<file path="src/rtl/tdc_readout_fifo.sv">
// TDC readout write-side responder: frames parallel-loaded counter words into
// header/data/trailer event records and buffers them in a synchronous FIFO.
module tdc_readout_fifo #(
  parameter int DEPTH = 64,
  parameter int NCH   = 32
) (
  input  logic        clk,
  input  logic        clr_n,
  input  logic        start,
  input  logic        ld,
  input  logic [19:0] din,
  input  logic        rden,
  output logic [31:0] dout,
  output logic        dvalid,
  output logic        empty,
  output logic        full,
  output logic        ovf,
  output logic [1:0]  dbg_state
);

  localparam int AW = $clog2(DEPTH);
  localparam logic [AW:0] FULL_CNT = (AW+1)'(DEPTH);
  localparam logic [7:0]  LAST_CH  = 8'(NCH);

  typedef enum logic [1:0] {
    S_IDLE = 2'd0,
    S_LOAD = 2'd1,
    S_TRL  = 2'd2,
    S_WAIT = 2'd3
  } state_t;

  // Framer state
  state_t      r_state, w_state_nxt;
  logic [7:0]  r_ch, w_ch_nxt;
  logic [15:0] r_evt, w_evt_nxt;
  logic        r_err, w_err_nxt;
  logic        w_wr_req;
  logic [31:0] w_wr_word;

  // FIFO state
  logic [31:0]   r_mem [DEPTH];
  logic [AW-1:0] r_wr_ptr, r_rd_ptr;
  logic [AW:0]   r_count, w_count_nxt;
  logic          r_empty, r_full, r_ovf, r_dvalid;
  logic [31:0]   r_dout;
  logic          w_do_wr, w_do_rd;

  always_ff @(posedge clk) begin
    if (!clr_n) begin
      r_state <= S_IDLE;
      r_ch    <= '0;
      r_evt   <= '0;
      r_err   <= 1'b0;
    end else begin
      r_state <= w_state_nxt;
      r_ch    <= w_ch_nxt;
      r_evt   <= w_evt_nxt;
      r_err   <= w_err_nxt;
    end
  end

  // Dropping start in LOAD wins over a coincident ld: that word is not written.
  always_comb begin
    w_state_nxt = r_state;
    w_ch_nxt    = r_ch;
    w_evt_nxt   = r_evt;
    w_err_nxt   = r_err;
    w_wr_req    = 1'b0;
    w_wr_word   = '0;
    case (r_state)
      S_IDLE: begin
        if (start) begin
          w_wr_req    = 1'b1;
          w_wr_word   = {4'hA, 12'h000, r_evt};
          w_ch_nxt    = '0;
          w_state_nxt = S_LOAD;
        end
      end
      S_LOAD: begin
        if (!start) begin
          w_err_nxt   = 1'b1;
          w_state_nxt = S_TRL;
        end else if (ld) begin
          w_wr_req  = 1'b1;
          w_wr_word = {4'h1, 3'b000, r_ch[4:0], din};
          w_ch_nxt  = r_ch + 8'd1;
          if (w_ch_nxt == LAST_CH) begin
            w_state_nxt = S_TRL;
          end
        end
      end
      S_TRL: begin
        w_wr_req    = 1'b1;
        w_wr_word   = {4'hF, 3'b000, r_err, r_evt[7:0], 8'h00, r_ch};
        w_evt_nxt   = r_evt + 16'd1;
        w_err_nxt   = 1'b0;
        w_state_nxt = S_WAIT;
      end
      S_WAIT: begin
        if (!start) begin
          w_state_nxt = S_IDLE;
        end
      end
      default: w_state_nxt = S_IDLE;
    endcase
  end

  // Full is judged on the registered flag, before any same-cycle read.
  assign w_do_wr     = w_wr_req & ~r_full;
  assign w_do_rd     = rden & ~r_empty;
  assign w_count_nxt = r_count + {{AW{1'b0}}, w_do_wr} - {{AW{1'b0}}, w_do_rd};

  always_ff @(posedge clk) begin
    if (w_do_wr) begin
      r_mem[r_wr_ptr] <= w_wr_word;
    end
  end

  always_ff @(posedge clk) begin
    if (!clr_n) begin
      r_wr_ptr <= '0;
      r_rd_ptr <= '0;
      r_count  <= '0;
      r_empty  <= 1'b1;
      r_full   <= 1'b0;
      r_ovf    <= 1'b0;
      r_dvalid <= 1'b0;
      r_dout   <= '0;
    end else begin
      r_count  <= w_count_nxt;
      r_empty  <= (w_count_nxt == '0);
      r_full   <= (w_count_nxt == FULL_CNT);
      r_dvalid <= w_do_rd;
      if (w_do_wr) begin
        r_wr_ptr <= r_wr_ptr + AW'(1);
      end
      if (w_do_rd) begin
        r_rd_ptr <= r_rd_ptr + AW'(1);
        r_dout   <= r_mem[r_rd_ptr];
      end
      if (w_wr_req && r_full) begin
        r_ovf <= 1'b1;
      end
    end
  end

  assign dout      = r_dout;
  assign dvalid    = r_dvalid;
  assign empty     = r_empty;
  assign full      = r_full;
  assign ovf       = r_ovf;
  assign dbg_state = r_state;

endmodule

</file>
<file path="config.mk">
export PLATFORM = sky130hd
export DESIGN_NAME = tdc_readout_fifo
export DESIGN_NICKNAME = d
export VERILOG_FILES = /design/src/rtl/tdc_readout_fifo.sv
export SDC_FILE = /design/constraint.sdc
export NUM_CORES = 2
export LEC_CHECK = 0
export ABC_AREA = 1
export CAP_MARGIN = 10
export CORE_MARGIN = 3
export CORE_UTILIZATION = 60
export CTS_CLUSTER_SIZE = 25
export DETAILED_ROUTE_END_ITERATION = 7
export GPL_ROUTABILITY_DRIVEN = 0
export PLACE_DENSITY = 0.76
export SYNTH_ARGS = -nofsm -noshare
export SYNTH_HDL_FRONTEND = slang
export SYNTH_SLANG_ARGS = --single-unit
</file>
<file path="constraint.sdc">
create_clock -name clk -period 5.7 [get_ports clk]
set_clock_uncertainty 0.05 [all_clocks]
set_input_delay 1.14 -clock clk [delete_from_list [all_inputs] [get_ports clk]]
set_output_delay 1.14 -clock clk [all_outputs]
set_load 0.005 [all_outputs]
</file>
==> metrics.csv <==
stage,metric,value,unit
sta,finalCriticalPeriod,4.49,ns
pwr,power_leakage,0.0334,uW
logic_synthesis,ys_ff_latch,1870,
global_routing,grt_max_degree,212,
critical_path,end_kind,flop,
detailed_routing,first_pass_iters,8,
logic_synthesis,synth_area_per_cell,10.7,sq um
sta,rsz0062_at_grt,false,
global_routing,track_usage,31.5,%
die,io_pins,63,
global_routing,grt_pass1_wl,318,mm
sta,hold_viol,0,
global_routing,antenna_found_initial,6,
global_routing,grt_pass1_vias,52600,
clock_tree,numCtsBuffers,180,
critical_path,start_kind,input port,
logic_synthesis,yosys_warnings,0,
cells_and_area,area_growth,11.0,%
logic_synthesis,syn_inst,7274,
placed_design,dp_hpwl,117,mm
die,core,0.128,sq mm
cells_and_area,nets,7323,
critical_path,crit_fanout,21,
clock_tree,clk_pin_slew,0.06,ns
hold_path,min_path_type,flop to flop,
sta,slew_violations,0,
job,timing.max_cap.violations,0,
status,run_status,completed,
clock_tree,cts.sinks,1870,
sta,max_freq,0.223,GHz
logic_synthesis,ys_seq_area_share,70.9,%
clock_tree,post-cts-setup-buffer-count,0,
clock_tree,cts_tree,built,
placed_design,dp.cells,8828,
detailed_routing,wire_per_inst,23.5,um
hold_path,min_from,ovf$_SDFFE_PN0P_,
critical_path,critical_path_class,input port to flop,
detailed_routing,avgViaCountPerCell,5.94,
clock_tree,h-tree-depth,4,
detailed_routing,postRouteAntennaNets,0,
sta,slew_headroom,11.7,%
clock_tree,clkLatencyLatePin,0.81,ns
logic_synthesis,synthDistinctLibCells,34,
sta,finalSetupTns,0,ns
clock_tree,post_cts_resized,0,
die,start_util,60.8,%
sta,timing.final.crit_share,78.8,%
logic_synthesis,async_flop_share,0,%
cells_and_area,layout.cells.non_filler,9156,
die,die_h,367,um
clock_tree,clk_path_buf_depth,3,
detailed_routing,routed_wl,215,mm
sta,worstMarginPinSlew,1.33,ns
logic_synthesis,ys.flop_type,edfxtp_1,
logic_synthesis,synth_edf_count,1792,
detailed_routing,dr.first_iter.drc_count,8284,
die,placementRows,131,
die,die_area,0.135,sq mm
critical_path,cp.arrival,4.97,ns
cells_and_area,final_common_cell,nand2_1,
logic_synthesis,syn_area,0.0781,sq mm
critical_path,worstReg2RegStart,dbg_state[1]$_SDFFE_PN0P_,
placed_design,io_buffers,59,
clock_tree,cts_root_buf,clkbuf_16,
clock_tree,cts_hold_buffers,0,
critical_path,cp_data_required_time,6.18,ns
detailed_routing,dr_total_vias,54400,
sta,finalSetupViolations,0,
cells_and_area,final_layout_size_suffix_gt1_share,6.91,%
cells_and_area,layout_common_cells,"2331 x nand2_1, 1792 x edfxtp_1, 977 x nand3_1, 654 x nor2_1, 533 x inv_1",
pwr,finalPower,31300,uW
detailed_routing,drcViolationCount,0,
pwr,irDropWorstVdd,0.459,mV
global_routing,grt_overflow_total,0,
critical_path,crit_start,start,
die,dieWidth,367,um
pwr,power.density,361,mW/mm^2
## area by class of cell
class | instances | area, sq um
fillers | 8877 | 41600
inverters | 543 | 2070
repair buffers | 228 | 2080
clock buffers | 246 | 4940
clock inverters | 81 | 596
multi-input cells | 4458 | 19500
flip-flops and latches | 1870 | 55400
well taps | 1729 | 2160
diodes | 1 | 2.50
## flip-flops by register name (all words and copies together) (netlist names), 2 cells and up
register / flops
dout: 28
r_ch: 8
r_count: 7
dbg_state: 2
r_mem: 1792
r_evt: 16
r_wr_ptr: 6
r_rd_ptr: 6
## synth_stat cells (5+ instances only)
cell         n  area share [%]
xor2_1       5           0.056
buf_4       24            0.23
nor2_1     716             3.4
nor3_1      15           0.096
nand3_1    977             6.3
a31oi_1     10           0.080
buf_2      177             1.1
edfxtp_1  1792              69
o21ai_0    191             1.2
a21oi_1    165             1.1
dfxtp_1     78             2.0
buf_1       37            0.18
inv_1      535             2.6
nand4_1      6           0.048
clkbuf_1   151            0.73
nand2_1   2332              11
buf_6       15            0.22
inv_2        5           0.024
ha_1        16            0.26
## routing by layer
layer  wire length, um  up-vias  global-route usage (%)
li1                  -    24400                       -
met1             78100    25800                    42.0
met2             97900     3542                    49.2
met3             28600      635                    8.08
met4             10100        4                    14.2
met5                26        -                   0.926
## cell families after synthesis
family | synth area share (%)
AOI/OAI and AO/OA | 2.39
xor gates and xnor gates | 0.101
adders and majority gates | 0.282
buffers and inverters | 5.12
DFF | 70.9
muxes | 0.0128
other | 0.00480
and+or+nand+nor | 21.2
## per-stage QoR
stage | worst slack (ns) | hold slack [ns] | instance area [sq um] | utilization (%)
4_1_cts | 1.28 | 0.417 | 86700 | 67.6
6_report | 1.21 | 0.414 | 86700 | 67.6
5_1_grt | 1.06 | 0.465 | 86700 | 67.6
3_3_place_gp | 0.558 | 0.407 | 81200 | 63.3
2_1_floorplan | 1.07 | 0.395 | 78100 | -
3_5_place_dp | 0.503 | 0.402 | 81200 | 63.3
## power by group
group          leakage, uW  switching, uW  total, uW  internal, uW
sequential          0.0173            139      15800         15700
combinational       0.0134           3110       4170          1050
clock              0.00269           5000      11300          6320
## worst paths after layout
check / slack, ns / cells past startpoint / end
worst max-delay path: 1.21 / 11 / r_mem[5][17]$_DFFE_PP_
worst min-delay path: 0.41 / 2 / ovf$_SDFFE_PN0P_
worst min register to register: 0.41 / 2 / ovf$_SDFFE_PN0P_
worst max register to register: 1.23 / 10 / r_mem[5][17]$_DFFE_PP_
## worst max-delay path, stage by stage
cell and delay (ns):
clkdlybuf4s50_1 0.54, nand2_1 0.09, inv_1 0.08, nand2_1 0.13, nand3_1 0.12, nand3b_1 0.53
nor2_1 0.39, nand3_1 0.52, buf_4 0.38, nor2_4 0.74, buf_4 0.29
Power figures use the tool's default switching activity.
